`config.mk`:
```
export PLATFORM = sky130hd
export DESIGN_NAME = time_entry_loader
export DESIGN_NICKNAME = d
export VERILOG_FILES = /design/src/rtl/timer_pkg.sv /design/src/rtl/bcd_entry_shifter.sv /design/src/rtl/time_entry_loader.sv
export SDC_FILE = /design/constraint.sdc
export NUM_CORES = 1
export LEC_CHECK = 0
export CAP_MARGIN = 20
export CELL_PAD_IN_SITES_DETAIL_PLACEMENT = 0
export CELL_PAD_IN_SITES_GLOBAL_PLACEMENT = 1
export CORE_MARGIN = 1
export CORE_UTILIZATION = 37
export CTS_BUF_LIST = sky130_fd_sc_hd__clkbuf_8 sky130_fd_sc_hd__clkbuf_16
export CTS_CLUSTER_SIZE = 16
export DETAILED_ROUTE_END_ITERATION = 12
export PLACE_DENSITY = 0.75
export SYNTH_ARGS = -nofsm -noshare
export SYNTH_HDL_FRONTEND = slang
export SYNTH_HIERARCHICAL = 1
export SYNTH_SLANG_ARGS = --single-unit
```
`constraint.sdc`:
```
create_clock -name clk -period 2.25 [get_ports clk]
set_input_delay 0.225 -clock clk [delete_from_list [all_inputs] [get_ports clk]]
set_output_delay 0.225 -clock clk [all_outputs]
set_load 0.005 [all_outputs]
```
`src/rtl/timer_pkg.sv`:
```
// Shared constants and types for the microwave timer keypad controller.
// Key codes, entry limits and the loader state encoding live here.
package timer_pkg;

    localparam logic [3:0] KEY_START    = 4'hA;
    localparam logic [3:0] KEY_CANCEL   = 4'hB;
    localparam int         MAX_DIGITS   = 4;
    localparam logic [3:0] SEC_TENS_MAX = 4'd5;

    typedef enum logic [1:0] {
        ST_IDLE,
        ST_ENTRY,
        ST_LOAD,
        ST_RUN
    } state_t;

    function automatic logic is_digit(input logic [3:0] code);
        return code <= 4'd9;
    endfunction

endpackage

```
`src/rtl/bcd_entry_shifter.sv`:
```
// Four-digit BCD entry register with an accepted-digit counter.
// Digits shift in from the right; the caller gates shifting when full.
module bcd_entry_shifter
    import timer_pkg::*;
(
    input  logic       clk,
    input  logic       clear,
    input  logic       flush,
    input  logic       shift,
    input  logic [3:0] digit,
    output logic [3:0] min_tens,
    output logic [3:0] min_ones,
    output logic [3:0] sec_tens,
    output logic [3:0] sec_ones,
    output logic       full,
    output logic       all_zero,
    output logic       sec_invalid
);

    logic [2:0] count;

    // Shift register and digit counter; flush wins over shift.
    always_ff @(posedge clk or posedge clear) begin
        if (clear) begin
            min_tens <= 4'h0;
            min_ones <= 4'h0;
            sec_tens <= 4'h0;
            sec_ones <= 4'h0;
            count    <= 3'd0;
        end else if (flush) begin
            min_tens <= 4'h0;
            min_ones <= 4'h0;
            sec_tens <= 4'h0;
            sec_ones <= 4'h0;
            count    <= 3'd0;
        end else if (shift) begin
            min_tens <= min_ones;
            min_ones <= sec_tens;
            sec_tens <= sec_ones;
            sec_ones <= digit;
            count    <= count + 3'd1;
        end
    end

    assign full        = (count == 3'(MAX_DIGITS));
    assign all_zero    = ({min_tens, min_ones, sec_tens, sec_ones} == 16'h0);
    assign sec_invalid = (sec_tens > SEC_TENS_MAX);

endmodule

```
`src/rtl/time_entry_loader.sv`:
```
// Keypad-side controller: collects an MM:SS entry, validates it on START,
// loads the BCD down-counters and supervises the countdown.
module time_entry_loader
    import timer_pkg::*;
(
    input  logic       clk,
    input  logic       clear,
    input  logic       key_valid,
    input  logic [3:0] key_code,
    input  logic       timer_zero,
    output logic [3:0] min_tens,
    output logic [3:0] min_ones,
    output logic [3:0] sec_tens,
    output logic [3:0] sec_ones,
    output logic       load,
    output logic       stop,
    output logic       timer_clear,
    output logic       done,
    output logic       err,
    output logic       busy
);

    state_t state;

    logic key_digit;
    logic key_start;
    logic key_cancel;
    logic entering;
    logic shift;
    logic flush;
    logic full;
    logic all_zero;
    logic sec_invalid;

    assign key_digit  = key_valid && is_digit(key_code);
    assign key_start  = key_valid && (key_code == KEY_START);
    assign key_cancel = key_valid && (key_code == KEY_CANCEL);

    assign entering = (state == ST_IDLE) || (state == ST_ENTRY);
    assign shift    = entering && key_digit && !full;

    // A countdown ending at zero clears the entry just like a cancel does.
    assign flush = ((state == ST_ENTRY) && key_cancel)
                || ((state == ST_RUN) && (timer_zero || key_cancel));

    bcd_entry_shifter u_shifter (
        .clk         (clk),
        .clear       (clear),
        .flush       (flush),
        .shift       (shift),
        .digit       (key_code),
        .min_tens    (min_tens),
        .min_ones    (min_ones),
        .sec_tens    (sec_tens),
        .sec_ones    (sec_ones),
        .full        (full),
        .all_zero    (all_zero),
        .sec_invalid (sec_invalid)
    );

    // Counters hold whenever no countdown is loading or running.
    assign stop = entering;
    assign busy = !entering;

    // Loader FSM with one-cycle registered strobes.
    always_ff @(posedge clk or posedge clear) begin
        if (clear) begin
            state       <= ST_IDLE;
            load        <= 1'b0;
            timer_clear <= 1'b0;
            done        <= 1'b0;
            err         <= 1'b0;
        end else begin
            load        <= 1'b0;
            timer_clear <= 1'b0;
            done        <= 1'b0;
            err         <= 1'b0;
            unique case (state)
                ST_IDLE: begin
                    if (key_digit) begin
                        state <= ST_ENTRY;
                    end else if (key_start) begin
                        err <= 1'b1;
                    end
                end
                ST_ENTRY: begin
                    if (key_cancel) begin
                        timer_clear <= 1'b1;
                        state       <= ST_IDLE;
                    end else if (key_start) begin
                        if (sec_invalid || all_zero) begin
                            err <= 1'b1;
                        end else begin
                            load  <= 1'b1;
                            state <= ST_LOAD;
                        end
                    end
                end
                ST_LOAD: begin
                    state <= ST_RUN;
                end
                ST_RUN: begin
                    if (timer_zero) begin
                        done  <= 1'b1;
                        state <= ST_IDLE;
                    end else if (key_cancel) begin
                        timer_clear <= 1'b1;
                        state       <= ST_IDLE;
                    end
                end
                default: state <= ST_IDLE;
            endcase
        end
    end

endmodule
```
## Word-level counts from Yosys, hierarchy flattened

Index checks and enable logic that the tools add are counted.

- Register bits: 25
- Bits in latches: 0
- RAM bits: 0
- ROM bits: 0
- Input port bits: 8
- Output and inout bits: 22
- Logic and storage cells: 72
- Memories kept: 0

- Add/sub/neg operators: 1
- $mul: 0
- Div/mod/pow operators: 0
- Magnitude comparators: 2
- Equal/unequal tests: 10
- Shift-type cells: 0
- Mux-type cells: 32
- Bitwise gates (word level): 0
- Reduce and logical (&&, ||, !) cells: 17

Operators by type and width:

| cell | count |
|---|---|
| 4-bit 2-to-1 mux | 8 |
| 16-bit zero test | 1 |
| 1-bit 2-to-1 mux | 13 |
| 2-bit 2-to-1 mux | 6 |
| 3-bit inequality test, second input constant | 3 |
| 4-bit equality test, second input constant | 2 |
| 2-bit one-hot mux with 4 select lines | 1 |
| 1-bit logical AND | 7 |
| 3-bit 2-to-1 mux | 2 |
| 2-bit equality test, second input constant | 2 |
| 4-bit by 3-bit greater-than comparator with 1-bit output, second input constant | 1 |
| 4-bit <= comparator, second input constant | 1 |
| 1-bit logical OR | 4 |
| 1-bit one-hot mux with 2 select lines | 2 |
| 4-bit AND reduction | 1 |
| 3-bit by 1-bit adder with 3-bit output, second input constant | 1 |
| 3-bit equality test, second input constant | 1 |
| 2-bit by 1-bit equality test with 1-bit output, second input constant | 1 |
| 1-bit zero test | 2 |
| 2-bit zero test | 1 |
| 2-bit inequality test, second input constant | 1 |
| 2-bit nonzero test | 1 |

## Depth between registers and ports, before layout

Gate-level depths: netlist of the first run.

- Depth after elaboration: 6
- Depth in mapped cells: 7

## Hierarchy

Netlist of the first run, hierarchy kept.

Modules (own cells, without submodules):

| module | times used | cells each | area each (um^2) | sequential area each (um^2) |
|---|---|---|---|---|
| bcd_entry_shifter | 1 | 74 | 862.1 | 475.5 |
| time_entry_loader | 1 | 27 | 317.8 | 150.1 |

## Worst setup path after synthesis of the first run

Ideal clock, no wire load.

- Kind: reg2reg
- Start: reg u_shifter.count[0]
- End: reg u_shifter.min_tens[2]
- Setup time: 0.121 ns
- Arrival: 1.478 ns
- Required time: 2.129 ns
- Path slack: 0.651 ns
- Cell stages (with the launch flop): 8
- Path buffers: 1
- Path through: dfrtp_1 > inv_1 > ha_1 > and2_1 > nor3b_1 > buf_6 > mux2i_1 > nor2_1

- Word-level cells in the longest chain between the ends: 4

Ends and longest elaborated chain:

| what | line | RTL |
|---|---|---|
| start: declaration | bcd_entry_shifter.sv:20 | `logic [2:0] count;` |
| start signal: assignment | bcd_entry_shifter.sv:41 | `count <= count + 3'd1;` |
| 3-bit equality test | bcd_entry_shifter.sv:45 | `assign full = (count == 3'(MAX_DIGITS));` |
| via full | time_entry_loader.sv:31 | `logic full;` |
| 1-bit zero test | time_entry_loader.sv:40 | `assign shift = entering && key_digit && !full;` |
| 1-bit logical AND | time_entry_loader.sv:40 |  |
| via shift | time_entry_loader.sv:29 | `logic shift;` |
| 2-bit nonzero test (no source line) | n/a |  |
| end signal: assignment | bcd_entry_shifter.sv:37 | `min_tens <= min_ones;` |
| end: declaration | bcd_entry_shifter.sv:11 | `output logic [3:0] min_tens,` |

The timed path passes the listed nets, and every way through them passes these cells.
A chain may end at the register's enable or synchronous reset.

## Final worst setup path of the first run

- Start: reg u_shifter.count[0]
- End: reg u_shifter.sec_ones[0]

- Word-level cells in the longest chain between the ends: 4

Ends and longest elaborated chain:

| what | line | RTL |
|---|---|---|
| 3-bit equality test | bcd_entry_shifter.sv:45 |  |
| via full | time_entry_loader.sv:31 |  |
| 1-bit zero test | time_entry_loader.sv:40 |  |
| 1-bit logical AND | time_entry_loader.sv:40 |  |
| via shift | time_entry_loader.sv:29 |  |
| 2-bit nonzero test (no source line) | n/a |  |
| end signal: assignment | bcd_entry_shifter.sv:40 | `sec_ones <= digit;` |
| end: declaration | bcd_entry_shifter.sv:14 | `output logic [3:0] sec_ones,` |

The timed path passes the listed nets, and every way through them passes these cells.

==> metrics, run 1 <==
status=finished clean; Post-synth top flop=dfrtp_1; CP Launch Type=register; post-synthesis mux area share=0.144; most instantiated cells after synthesis=dfrtp_1 (25), nor2_1 (18), mux2i_1 (17), inv_1 (5), nor4_1 (4); CTS Buf Count=3; Syn Std Cell Area=between 1000 and 1500 sq um; Final Cell Area=1570 sq um; sequential area share after synthesis=0.530; reg2reg path depth=7; Post-synth EDFFs=0; final net count=~140; Area Growth Syn to Fin=33.1%; Synth Area in Compound Gates=0.0668; antenna violations before repair=0; die footprint=approximately 3400 sq um; Crit. End Element=register; Core Area=approximately 3000 sq um; Final ANT Viol Nets=0; Fin Clk Skew=about 0.0057 ns; Synth Net Count=111; drt pass-1 iters=4; Hold Path Class=input port to async pin; simple-gate portion of the synthesized area=0.183; worst slew pin tran=slightly above 0.7 ns; final hold violations=0; average size of a mapped cell=about 12 sq um; ant diodes=0; Synth Register Bits=25; CTS root buf=clkbuf_8; top-area cell type share of the netlist area=0.530; Synth cell types=32; insertion delay to the later sink of the worst-skew pair=between 0.2 and 0.3 ns; num rows=20; grt ovf=0; DR vias=830; total leakage power=about 0.7 nW; Async SR Flop Fraction=1.00; vias in the first global route=842; R2R Setup Slk=approximately 0.61 ns; Post CTS Setup Buffer Count=0; Tot GR Track Use=0.158; IO Count=30; Clock Path Buffers=2; crit-path max FO=20; setup TNS=0 ns; Final min period=roughly 1.6 ns; input/output buffers=29; synth top area cells=dfrtp_1 (53%), mux2i_1 (14%), nor2_1 (5.7%); Num Clock Sinks=25; top-count cell post-synth=dfrtp_1; highest clock rate=around 600 MHz; WP data required=about 2.4 ns; instance area at placement=1520 sq um; Die X=about 58 microns; Iter 0 DRT Violations=27; final wirelength=roughly 2.4 mm; worst r2r dst=u_shifter/sec_ones[0]; adder-cell share of the synthesized area=0.0212; layout cells sized above 1=0.107; hold buffer count at cts=0; XOR/XNOR Fraction of Synth Area=0.00742; YS warnings=6; gp weighted congestion=0.754; Post-DP HPWL=between 1.5 and 2 mm; Avg WL per Cell=13.9 microns; first-pass GRT wire length=4.07 mm; Peak VDD IR=around 630 uV; data arrival time of the worst path=between 1.5 and 2 ns; Die Y=between 50 and 60 microns; Final Cycle Share=0.730; largest family of logic cells by synthesized area=simple AND/OR/NAND/NOR gates; final setup fails=0; Vias per Instance=~4.7; CTS tree=yes; Max-Cap Viols=0; H-tree depth=1; largest net degree at the start of global routing=21; Slew Viols, Final=0; R2R Path Start=u_shifter/count[0]; crit path kind=register to register; Slew HR=0.519; # DRC=0; Cell Pwr Density=1100 nW/um^2; RSZ-0062 raised after global routing=no; cells after synthesis=slightly above 100; Reg clk slew, reported paths=0.09 ns; leading area contributor after synthesis=dfrtp_1; Initial Util=0.390; post_cts resized=0
cell type report:
| type | count | area [sq um] |
|---|---|---|
| tap | 44 | 55.1 |
| sequential | 25 | 626 |
| fill | 284 | 1460 |
| clock inverter | 1 | 7.51 |
| timing repair buffer | 31 | 318 |
| multi-input combinational | 66 | 504 |
| inverter | 5 | 18.8 |
| clock buffer | 3 | 41.3 |
layer usage:
layer | routed length (microns) | global-route usage | vias to the layer above
li1 | - | - | 410
met1 | 1250 | 0.227 | 398
met2 | 1080 | 0.238 | 20
met3 | 92 | 0.0484 | 2
met4 | 17 | 0.0306 | 0
met5 | 0 | 0 | -
placed cells by master (no fill, tap or decap), types with 2 or more instances in the layout:
cell,count
mux2i_1,17
ha_1,2
inv_1,5
nor4_1,4
clkbuf_8,3
dfrtp_1,25
nor2_1,18
a21oi_1,2
clkdlybuf4s50_1,29
report_power, final:
part,internal (mW),switching [mW]
Combinational,0.421,0.258
Sequential,0.609,0.174
Clock,0.125,0.144
stage by stage:
stage                     hold slack, ns   util  power (mW)  std cells  setup WS, ns
after floorplan                   0.0160      -        1.10        101         0.651
after global placement             0.482  0.502        1.47        171         0.473
after detailed placement           0.488  0.502        1.48        171         0.452
after CTS                          0.189  0.519        1.76        175         0.585
after global routing               0.223  0.519        1.86        175         0.449
final                              0.187  0.519        1.73        175         0.609
flip-flops by register name, summed over array words and instances (netlist names), named ones only:
name,count
u_shifter/min_ones,4
u_shifter/min_tens,4
u_shifter/sec_ones,4
u_shifter/sec_tens,4
u_shifter/count,3
done,1
err,1
load,1
state,1
timer_clear,1
cells by family after synthesis:
group / Yosys count
mux: 17
flops: 25
buf+inv: 10
simple gates: 36
xor+xnor: 1
compound gates: 10
fa+ha+maj: 2
worst max-delay path, cell delays in order (launching register included):
cell     delay [ns]
dfrtp_1        0.40
inv_1          0.06
ha_1           0.18
and2_1         0.17
nor3b_2        0.25
buf_12         0.21
mux2i_1        0.21
nor2_1         0.06
worst max path at each step:
stage | start | end | depth (start not counted)
global route | u_shifter/sec_tens[3] | err | 4
detailed placement | key_valid | u_shifter/sec_ones[0] | 6
floorplan | u_shifter/count[0] | u_shifter/min_tens[2] | 7
CTS | u_shifter/count[0] | u_shifter/sec_ones[0] | 7
global placement | key_valid | u_shifter/sec_ones[0] | 6
finish | u_shifter/count[0] | u_shifter/sec_ones[0] | 7
Note: power is estimated with default switching activity, not from simulation.
==> run 2: changes to the inputs <==
- CORE_UTILIZATION: 37 -> 33
- PLACE_DENSITY: 0.75 -> 0.7
- clock period: 2.25 -> 1.5 ns (I/O delays scaled with it)
==> metrics, run 2 (same netlist as run 1, synthesis figures left out) <==
Cell Pwr Density=about 1600 nW/um^2; CP max stage delay=approximately 0.35 ns; R2R Setup Slk=-0.06 ns; most common cell after layout, fill and taps aside=clkdlybuf4s50_1; Max-Cap Viols=0; largest delay contributor family on the critical path=simple AND/OR/NAND/NOR gates; num rows=21; setup ws final=-0.0635 ns; Area Growth Syn to Fin=61.8%; Post-DP HPWL=1.95 mm; insertion delay to the later sink of the worst-skew pair=around 0.27 ns; Reg clk slew, reported paths=about 0.090 ns; Vias per Instance=around 4.7; Core Area=approximately 3400 sq um; IO Count=30; final wirelength=2.88 mm; final setup fails=17; Fin Clk Skew=0.00500 ns; Crit. End Element=register; worst slew pin tran=roughly 0.26 ns; Hold Path Class=input port to async pin; worst r2r dst=u_shifter/sec_tens[2]; reg2reg path depth=8; failing checks=negative setup slack; Non-Filler Instances=approximately 210; Final ANT Viol Nets=0; highest clock rate=about 640 MHz; Peak VDD IR=between 900 and 1000 uV; data arrival time of the worst path=between 1.5 and 2 ns; CTS tree=yes; slowest CP cell=dfrtp_1; status=finished with violations; Die Y=61.8 microns; grt ovf=0; RSZ-0062 raised after global routing=yes; CTS root buf=clkbuf_8; Final Cycle Share=1.04; Iter 0 DRT Violations=29; crit path kind=register to register; most frequent cells in the layout=clkdlybuf4s50_1 (28), buf_4 (26), dfrtp_1 (25); H-tree depth=1; instance area at placement=~1700 sq um; Die X=about 60 microns; input/output buffers=29; ant diodes=0; Num Clock Sinks=25; vias in the first global route=996; Slew HR=0.828; R2R Path Start=u_shifter/count[0]; layout cells sized above 1=0.325; crit-path max FO=5; antenna violations before repair=0; CP cell instances=inv_1, ha_2, and2_4, nor3b_4, buf_4, clkbuf_16, mux2i_1, nor2_1; DR vias=between 900 and 1k; final hold violations=0; Avg WL per Cell=between 10 and 15 microns; Initial Util=0.348; first-pass GRT wire length=approximately 4.5 mm; Final min period=approximately 1.6 ns; hold buffer count at cts=0; Slew Viols, Final=0; # DRC=0; Final Cell Area=approximately 1900 sq um; total leakage power=about 0.88 nW; drt pass-1 iters=4; CTS Buf Count=3; final net count=174; die footprint=between 3000 and 4000 sq um; final core utilization=0.563; gp weighted congestion=roughly 0.72; power after layout=3.11 mW; worst path bufs/invs=3; placed cell count=200; WP data required=approximately 1.7 ns; CP Launch Type=register; Tot GR Track Use=0.164; largest net degree at the start of global routing=21; Clock Path Buffers=2
-- run 2: layer usage --
metal  global-route usage  part of all wire  vias to the layer above
met2                0.286              0.51                       24
met1                0.205              0.45                      486
met5                    0                 0                        -
met4               0.0286            0.0035                        0
li1                     -                 -                      470
met3               0.0455             0.042                        2
-- run 2: area by class of cell --
cell class	count	area [sq um]
Sequential cell	25	626
Multi-Input combinational cell	66	548
Inverter	5	18.8
Tap cell	46	57.6
Clock inverter	1	3.75
Fill cell	291	1480
Clock buffer	3	41.3
Timing Repair Buffer	63	614
-- run 2: worst max path at each step --
stage,start,cells after the start,to,slack [ns]
6_report,u_shifter/count[0],8,u_shifter/sec_tens[2],-0.06
5_1_grt,u_shifter/count[0],8,u_shifter/sec_tens[2],-0.15
4_1_cts,u_shifter/count[0],7,u_shifter/count[1],-0.06
3_5_place_dp,key_code[2],6,u_shifter/count[1],-0.14
3_3_place_gp,key_code[2],6,u_shifter/count[1],-0.08
2_1_floorplan,u_shifter/count[0],7,u_shifter/min_tens[2],0.002
-- run 2: timing repair --
action	CTS	global route
pin swaps	3	5
resized for setup	5	9
gates cloned	0	3
setup buffers	0	2
setup endpoints to repair	21	23
-- run 2: stage by stage --
stage,hold WS (ns),TNS (ns),setup slack (ns)
after floorplan,-0.0590,0,0.00232
after global placement,0.407,-1.22,-0.0792
after detailed placement,0.410,-2.03,-0.136
after CTS,0.119,-0.449,-0.0570
after global routing,0.137,-2.42,-0.153
final,0.109,-0.684,-0.0635
-- run 2: power by group --
part	switching, mW	internal (mW)	total (mW)
sequential	0.197	0.914	1.11
combinational	0.595	1.01	1.60
clock	0.210	0.183	0.393
total	1.00	2.10	3.11
-- run 2: worst reg2reg max path: cells and delay by family, from the launching register on --
kind / cells / cell delay, ns
adder cells (fa/ha/maj): 1 / 0.17
buffers and inverters: 3 / 0.35
flip-flops: 1 / 0.35
multiplexers: 1 / 0.18
AND/OR/NAND/NOR: 3 / 0.41
